<file path="src/rtl/spr430_pkg.sv">
// Shared types for the instruction fetch slice.
// Provides the fetch FSM state enum and program-memory data width.
package spr430_pkg;

  localparam int PM_DATA_W = 16;

  typedef enum logic [1:0] {
    BOOT,
    RUN,
    HOLD
  } fetch_state_t;

endpackage

</file>
<file path="src/rtl/instr_fetch_if.sv">
// Fetch-stage bus: program memory port plus CPU-side COMM channel.
// master = fetch unit, slave = memory/CPU side.
interface instr_fetch_if
  import spr430_pkg::*;
#(
  parameter int PC_W = 12
) ();

  logic [PC_W-1:0]      PMA;
  logic                 PMRD;
  logic [PM_DATA_W-1:0] PMD;
  logic [PM_DATA_W-1:0] COMM;
  logic                 COMME;
  logic [PC_W-1:0]      COMM_PC;
  logic                 COMM_ACK;
  logic                 JMP;
  logic [PC_W-1:0]      JMP_ADDR;
  logic                 HALT;
  logic                 ERR;

  modport master (
    output PMA, PMRD, COMM, COMME,
    output COMM_PC, ERR,
    input  PMD, COMM_ACK, JMP,
    input  JMP_ADDR, HALT
  );

  modport slave (
    input  PMA, PMRD, COMM, COMME,
    input  COMM_PC, ERR,
    output PMD, COMM_ACK, JMP,
    output JMP_ADDR, HALT
  );

endinterface

</file>
<file path="src/rtl/fetch_fifo.sv">
// Prefetch queue of {addr, word} entries, DEPTH a power of 2.
// Ports: clk_i, rst_i, flush_i, push_i/wdata_i, pop_i, count_o, head_o.
module fetch_fifo #(
  parameter int EW    = 28,
  parameter int DEPTH = 4,
  localparam int AW   = $clog2(DEPTH),
  localparam int CW   = AW + 1
) (
  input  logic          clk_i,
  input  logic          rst_i,
  input  logic          flush_i,
  input  logic          push_i,
  input  logic [EW-1:0] wdata_i,
  input  logic          pop_i,
  output logic [CW-1:0] count_o,
  output logic [EW-1:0] head_o
);

  logic [EW-1:0] mem_q [DEPTH];
  logic [AW-1:0] wr_q;
  logic [AW-1:0] rd_q;
  logic [CW-1:0] cnt_q;

  always_ff @(posedge clk_i) begin
    if (push_i) mem_q[wr_q] <= wdata_i;
  end

  // Flush shares the reset path: a flushed push is dropped.
  always_ff @(posedge clk_i) begin
    if (rst_i || flush_i) begin
      wr_q  <= '0;
      rd_q  <= '0;
      cnt_q <= '0;
    end else begin
      if (push_i) wr_q <= wr_q + 1'b1;
      if (pop_i)  rd_q <= rd_q + 1'b1;
      cnt_q <= cnt_q + CW'(push_i)
                     - CW'(pop_i);
    end
  end

  assign count_o = cnt_q;
  assign head_o  = mem_q[rd_q];

endmodule

</file>
<file path="src/rtl/instr_fetch.sv">
// Instruction fetch/prefetch stage feeding the CPU COMM channel.
// Ports: F1 clock, RESET sync active-high, bus = instr_fetch_if.master.
module instr_fetch
  import spr430_pkg::*;
#(
  parameter int          PC_W     = 12,
  parameter int          DEPTH    = 4,
  parameter int unsigned RESET_PC = 'h000
) (
  input  logic            F1,
  input  logic            RESET,
  instr_fetch_if.master   bus
);

  localparam int CW = $clog2(DEPTH) + 1;
  localparam int EW = PC_W + PM_DATA_W;

  fetch_state_t    state_q, state_d;
  logic [PC_W-1:0] pc_q, pc_d;
  logic [PC_W-1:0] rpc_q;
  logic            infl_q;
  logic            kill_q;
  logic            err_q;

  logic            issue;
  logic            push;
  logic            pop;
  logic            comme;
  logic [CW:0]     occ;
  logic [CW-1:0]   count;
  logic [EW-1:0]   head;

  assign comme = (count != '0);
  assign occ   = {1'b0, count}
               + {{CW{1'b0}}, infl_q};
  // A jump flushes the queue, so any
  // same-cycle return and ack are void.
  assign push  = infl_q & ~kill_q & ~bus.JMP;
  assign pop   = bus.COMM_ACK & comme
               & ~bus.JMP;

  always_comb begin
    state_d = state_q;
    pc_d    = pc_q;
    issue   = 1'b0;
    unique case (state_q)
      BOOT: state_d = RUN;
      RUN:  if (bus.HALT) state_d = HOLD;
      HOLD: if (!bus.HALT) state_d = RUN;
      default: state_d = BOOT;
    endcase
    // Reserve a slot for the in-flight read
    // so the queue can never overflow.
    if (state_q == RUN && !bus.HALT &&
        !bus.JMP &&
        occ < (CW+1)'(DEPTH))
      issue = 1'b1;
    if (bus.JMP)
      pc_d = bus.JMP_ADDR;
    else if (issue)
      pc_d = pc_q + 1'b1;
  end

  always_ff @(posedge F1) begin
    if (RESET) begin
      state_q <= BOOT;
      pc_q    <= PC_W'(RESET_PC);
      rpc_q   <= PC_W'(RESET_PC);
      infl_q  <= 1'b0;
      kill_q  <= 1'b0;
      err_q   <= 1'b0;
    end else begin
      state_q <= state_d;
      pc_q    <= pc_d;
      infl_q  <= issue;
      kill_q  <= bus.JMP & infl_q;
      if (issue) rpc_q <= pc_q;
      if (bus.COMM_ACK && !comme &&
          !bus.JMP)
        err_q <= 1'b1;
    end
  end

  fetch_fifo #(
    .EW    (EW),
    .DEPTH (DEPTH)
  ) u_fifo (
    .clk_i   (F1),
    .rst_i   (RESET),
    .flush_i (bus.JMP),
    .push_i  (push),
    .wdata_i ({rpc_q, bus.PMD}),
    .pop_i   (pop),
    .count_o (count),
    .head_o  (head)
  );

  assign bus.PMRD    = issue;
  assign bus.PMA     = pc_q;
  assign bus.COMME   = comme;
  assign bus.COMM    = comme
                     ? head[PM_DATA_W-1:0]
                     : '0;
  assign bus.COMM_PC = comme
                     ? head[EW-1:PM_DATA_W]
                     : pc_q;
  assign bus.ERR     = err_q;

endmodule

</file>
<file path="src/flat_wrapper.sv">
// flat-port wrapper written by rule: the top's interface ports become plain ports
module instr_fetch_flat import spr430_pkg::*;
#(
  parameter int          PC_W     = 12,
  parameter int          DEPTH    = 4,
  parameter int unsigned RESET_PC = 'h000
)
  (F1, RESET, bus_PMA, bus_PMRD, bus_COMM, bus_COMME, bus_COMM_PC, bus_ERR, bus_PMD, bus_COMM_ACK, bus_JMP, bus_JMP_ADDR, bus_HALT);
  instr_fetch_if #(.PC_W(PC_W)) bus_i ();
  input  logic F1;
  input  logic RESET;
  output wire logic [$bits(bus_i.PMA)-1:0] bus_PMA;
  output wire logic [$bits(bus_i.PMRD)-1:0] bus_PMRD;
  output wire logic [$bits(bus_i.COMM)-1:0] bus_COMM;
  output wire logic [$bits(bus_i.COMME)-1:0] bus_COMME;
  output wire logic [$bits(bus_i.COMM_PC)-1:0] bus_COMM_PC;
  output wire logic [$bits(bus_i.ERR)-1:0] bus_ERR;
  input wire logic [$bits(bus_i.PMD)-1:0] bus_PMD;
  input wire logic [$bits(bus_i.COMM_ACK)-1:0] bus_COMM_ACK;
  input wire logic [$bits(bus_i.JMP)-1:0] bus_JMP;
  input wire logic [$bits(bus_i.JMP_ADDR)-1:0] bus_JMP_ADDR;
  input wire logic [$bits(bus_i.HALT)-1:0] bus_HALT;
  assign bus_PMA = bus_i.PMA;
  assign bus_PMRD = bus_i.PMRD;
  assign bus_COMM = bus_i.COMM;
  assign bus_COMME = bus_i.COMME;
  assign bus_COMM_PC = bus_i.COMM_PC;
  assign bus_ERR = bus_i.ERR;
  assign bus_i.PMD = bus_PMD;
  assign bus_i.COMM_ACK = bus_COMM_ACK;
  assign bus_i.JMP = bus_JMP;
  assign bus_i.JMP_ADDR = bus_JMP_ADDR;
  assign bus_i.HALT = bus_HALT;
  instr_fetch #(.PC_W(PC_W), .DEPTH(DEPTH), .RESET_PC(RESET_PC)) u_core (.F1(F1), .RESET(RESET), .bus(bus_i));
endmodule
</file>
<file path="config.mk">
export PLATFORM = sky130hd
export DESIGN_NAME = instr_fetch_flat
export DESIGN_NICKNAME = d
export VERILOG_FILES = /design/src/rtl/spr430_pkg.sv /design/src/rtl/instr_fetch_if.sv /design/src/rtl/fetch_fifo.sv /design/src/rtl/instr_fetch.sv /design/src/flat_wrapper.sv
export SDC_FILE = /design/constraint.sdc
export NUM_CORES = 1
export LEC_CHECK = 0
export ABC_AREA = 0
export CORE_UTILIZATION = 38
export CTS_CLUSTER_SIZE = 25
export DETAILED_ROUTE_END_ITERATION = 12
export SYNTH_ARGS = -nofsm -noshare
export SYNTH_HDL_FRONTEND = slang
export SYNTH_SLANG_ARGS = --single-unit
</file>
<file path="constraint.sdc">
create_clock -name F1 -period 2.13 [get_ports F1]
set_clock_uncertainty 0.15 [all_clocks]
set_input_delay 0.213 -clock F1 [delete_from_list [all_inputs] [get_ports F1]]
set_output_delay 0.213 -clock F1 [all_outputs]
set_load 0.01 [all_outputs]
</file>
* After elaboration in Yosys (flattened, before gate mapping)
Memory sizes are Yosys's and may differ from the RTL's. A register that Yosys moved wholly into a read port is not among the register bits.
Cells that the tools add are included.
** Word-level totals
- Bits in writable memories :: 112
- Memories :: 1
- Bits in registers :: 36
- Output and inout bits :: 43
- Input bits :: 33
** Operators by class
- Eq/ne operators :: 4
- $lt $le $gt $ge :: 1
- Multiplexer cells :: 12
- Bitwise gates (word level) :: 7
- Reduce and logical (&&, ||, !) cells :: 13
- Add/sub/neg operators :: 6
** Memories
- u_core.u_fifo.mem_q :: words 4, width 28, read ports 1, clocked after memory_dff 1, write ports 1, RTL line fetch_fifo.sv:19 : logic [EW-1:0] mem_q [DEPTH];
** Operator list (count)
- 2-to-1 mux 12 bit :: 3
- 2-to-1 mux 16 bit :: 1
- adder 12 x 1 -> 12 bit, second input constant :: 1
- 2-to-1 mux 2 bit :: 4
- one-hot mux 2 bit (3 select lines) :: 1
- bitwise AND 1 bit :: 5
- logical AND 1 bit :: 5
- adder 2 x 1 -> 2 bit, second input constant :: 2
- adder 3 x 1 -> 4 bit :: 1
- < comparator 4 x 3 -> 1 bit, second input constant :: 1
- inequality test 2 bit, second input constant :: 2
- adder 3 x 1 -> 3 bit :: 1
- zero test 1 bit :: 3
- 2-to-1 mux 1 bit :: 3
- nonzero test 3 bit :: 1
- subtractor 3 x 1 -> 3 bit :: 1
- equality test 2 x 1 -> 1 bit, second input constant :: 1
- equality test 2 bit, second input constant :: 1
- zero test 2 bit :: 1
- NOT 1 bit :: 2
- AND reduction 2 bit :: 1
- nonzero test 2 bit :: 1
- logical OR 1 bit :: 1

* Logic depth before layout (Yosys ltp)
- Depth after elaboration :: 7
- Mapped depth :: 9
- Gate-level depth less buffers :: 9

* Cells and area by module
A second synthesis with hierarchy kept.
** Unflattened totals
- Cell total of the unflattened synthesis :: 362
- Area total of the unflattened synthesis :: 6063.3 um^2
** By module, submodules not included
- fetch_fifo :: cells each 190, times used 1, sequential area each 3543.4 um^2, area an instance 4530.6 um^2
- instr_fetch :: cells each 172, times used 1, sequential area each 580.6 um^2, area an instance 1532.7 um^2

* Least setup slack after synthesis
No wires, ideal clock.
- Path type :: flip-flop to flip-flop
- Start :: reg u_core.u_fifo.cnt_q[1] (netlist: u_core.u_fifo.count_o[1])
- End :: reg u_core.u_fifo.cnt_q[2] (netlist: u_core.u_fifo.count_o[2])
- Cell stages (with the launch flop) :: 10
- Library setup time :: 0.124 ns
- Data required time :: 1.856 ns
- Period minus slack after synthesis :: 2.123 ns
- Buffers on the path :: 0
- Arrival :: 1.848 ns
- Path slack :: 0.007 ns
- Cells stage by stage :: dfxtp_1 nor3_1 inv_1 and3_1 ha_1 inv_1 ha_1 fa_1 xor2_1 nor2_1
** On the way
- Word-level cells in the longest chain between the ends :: 4
- Elaborated cells between the ends (all ways) :: 5
** RTL lines
- start: declaration :: RTL line fetch_fifo.sv:22 : logic [CW-1:0] cnt_q;
- start signal: assignment :: RTL line fetch_fifo.sv:37 : cnt_q <= cnt_q + CW'(push_i)
- nonzero test 3 bit :: RTL line instr_fetch.sv:33 : assign comme = (count != '0);
- bitwise AND 1 bit :: RTL line instr_fetch.sv:39 : assign pop = bus.COMM_ACK & comme
- bitwise AND 1 bit :: RTL line instr_fetch.sv:40 : & ~bus.JMP;
- named net u_core.pop :: RTL line instr_fetch.sv:27 : logic pop;
- subtractor 3 x 1 -> 3 bit :: RTL line fetch_fifo.sv:38 : - CW'(pop_i);
The timed path passes the listed nets, and every way through them passes these cells.
A chain may end at the register's enable or synchronous reset.

==> results.txt <==
number of synthesized flops with an enable pin - 112
global-route wire length before repair - 21390 um
Most used DFF post-synth - edfxtp_1
commonest non-fill, non-tap cell in the layout - edfxtp_1
WP data arrival - 1920 ps
htree depth - 4
CP max FO - 4
worst r2r dst - u_core.u_fifo.count_o[1]$_SDFF_PP0_
Initial Util - 38.96%
Synth Warn # - 0
RSZ-0062 raised after global routing - true
worst vdd ir - 0.0005740 V
largest net degree at the start of global routing - 31
Rel. slew slack - 75.92%
clock tree buffer depth - 2
CORE AREA - 15890 sq um
Layout fillers - 1324
Crit Path Category - reg -> out
Reg clk slew, reported paths - 60 ps
post-synthesis sequential area ratio - 66.64%
drt drc - 0
failing checks - negative setup slack
outcome - finished with violations
TNS Setup - -2411 ps
I/O pin count - 76
FF-to-FF Start - u_core.u_fifo.count_o[0]$_SDFF_PP0_
r2r setup slk - 0 ps
Synth Area in Adders - 2.103%
worst-margin pin slew - 352.1 ps
via count - 3896
DRT Pass-1 Iters - 4
post-route ant nets - 0
post-synthesis xor/xnor area fraction - 1.112%
total gr overflow - 0
Yosys cell types - 46
DP Area - 7579 sq um
Setup violations, final - 29
Finished Cell Area - 8446 sq um
worst r2r path cells - 9
vias in the first global route - 3976
hold crit path type - in -> reg
n_diodes - 0
initial antenna violation count - 0
Die ar. - 16800 sq um
synthesis-to-finish area growth - 36.47%
Worst Hold Depth - 3
FP Rows - 46
main combinational cell family by area after synthesis - multiplexers
hold path start - bus_JMP_ADDR[8]
CTS tree - yes
CTS sink cnt - 150
count of final max-slew check failures - 0
Num CTS Buffers - 17
share of cells above drive strength 1 - 34.75%
iteration-0 DRC count of the detailed router - 221
Detail Placement HPWL - 8457 um
Post-Synth Simple-Gate Area - 9.907%
fraction of registers with async set/reset - 0%
setup ws final - -157.2 ps
Routed WL - 13510 um
Post-Synthesis Cells - 404
pwr/cell area - 762.4 nW/um^2
post-synth net total - 446
Port Buffer Count - 75
nets - 570
Worst Setup End Kind - output port
worst hold endpoint - u_core.bus.PMA[8]$_SDFFE_PP0P_
Synth Cell Area - 6188 sq um
endpoints failing hold - 0
Root Driver - clkbuf_16
mux contribution to synthesized area - 12.37%
total power - 6439 uW
worst path required time - 1770 ps
Tcrit/Tclk final - 107.4%
die height - 129.6 um
Seq cells post-synth - 150
post-layout min period - 2287 ps
CP startpoint kind - flop
dpl ws - -222.5 ps
average cell area after synthesis - 15.32 sq um
MaxCap Viol Count - 0
Synth Area in Compound Gates - 5.419%
most frequent cells in the layout - edfxtp_1, clkdlybuf4s50_1, buf_4
Avg WL per Cell - 17.84 um
worst skew pair latency - 410 ps
highest clock rate - 437.2 MHz
RePlAce Congestion - 0.8268
leakage power total - 0.002888 uW
Hold Buf Count CTS - 0
routed vias/inst - 5.147
Die Wd - 129.6 um
hold slack final - 247.8 ps
total global-route track usage - 17.34%
==> power breakdown <==
group	internal, uW	total [uW]	switching, uW
Sequential	3160	3200	38.6
Clock	1720	2860	1130
Combinational	221	387	166
Total	5100	6440	1340
==> per-stage QoR <==
step | util [%] | cells
2_1_floorplan | - | 404
3_3_place_gp | 47.71 | 717
3_5_place_dp | 47.71 | 717
4_1_cts | 52.19 | 754
5_1_grt | 53.17 | 757
6_report | 53.17 | 757
==> worst max-delay path: stages (launching register included) <==
cell	delay, ps
dfxtp_4	400
buf_8	130
buf_12	100
mux4_2	490
mux2_4	280
buf_6	120
==> worst max-delay path by stage <==
stage | from | end | slack [ps] | cells after the start
2_1_floorplan | u_core.u_fifo.count_o[1]$_SDFF_PP0_ | u_core.u_fifo.count_o[2]$_SDFF_PP0_ | 7 | 9
3_3_place_gp | bus_JMP | u_core.u_fifo.count_o[2]$_SDFF_PP0_ | -170 | 9
3_5_place_dp | bus_JMP | u_core.u_fifo.count_o[2]$_SDFF_PP0_ | -220 | 9
4_1_cts | flop | bus_COMM_PC[3] | -210 | 5
5_1_grt | flop | bus_COMM_PC[3] | -210 | 5
6_report | flop | bus_COMM_PC[3] | -160 | 5
==> synth_stat cells (3+ instances only) <==
cell type  instances  area [sq um]
inv_1             12         45.04
and2_1            20         125.1
nor3b_1            3         22.52
nand4_1            3         18.77
nor4_1             3         18.77
clkbuf_1          17         63.81
nor3_1             4         20.02
a311oi_1           7         61.31
a21oi_1           15         75.07
nand2_1            5         18.77
mux4_2            28         630.6
o21ai_0           15         75.07
o31ai_1            6         45.04
mux2_2            12         135.1
nand3_1           20         100.1
or4_1              6         45.04
nor2_1            27         101.4
and4_1             3         26.28
xnor2_1            5         43.79
buf_2              4         20.02
edfxtp_1         112          3363
dfxtp_1           38         760.7
and3_1             3         18.77
ha_1               8         100.1
==> flip-flops by register name (all words and copies together) (netlist names), named ones only <==
register	flops
u_core.bus.ERR	1
u_core.rpc_q	12
u_core.u_fifo.mem_q	112
u_core.kill_q	1
u_core.infl_q	1
u_core.u_fifo.rd_q	2
u_core.bus.PMA	12
u_core.u_fifo.wr_q	2
u_core.u_fifo.count_o	3
u_core.state_q	2
==> per-layer routing <==
| layer | GRT usage (%) | vias to the layer above | wire [um] |
|---|---|---|---|
| li1 | - | 1828 | - |
| met5 | 0 | - | 0 |
| met1 | 22.81 | 1954 | 6259 |
| met2 | 27.65 | 99 | 6393 |
| met4 | 6.088 | 0 | 222 |
| met3 | 4.748 | 15 | 630 |
==> area by class of cell <==
cell class	count	area, sq um	area share, %
clock inverters	12	127.6	1.511
inverters	13	48.80	0.5778
multi-input cells	217	2064	24.44
repair buffers	129	1365	16.16
flip-flops and latches	150	4133	48.93
well taps	216	270.3	3.200
clock buffers	20	436.7	5.170
==> logic make-up (layout without fill, tap and decap cells) <==
family | after synthesis | in the layout
buffers and inverters | 37 | 174
muxes | 40 | 40
DFF | 150 | 150
and+or+nand+nor | 108 | 108
xor gates and xnor gates | 7 | 7
AOI/OAI and AO/OA | 52 | 52
adders and majority gates | 10 | 10
==> timing repair <==
item	4_1_cts	5_1_grt
buffers inserted	4	4
endpoints found under the setup margin	32	37
gates resized for setup	167	35
cloned	1	0
pin swaps	14	7
No activity file was read; power rests on OpenSTA's default activity.
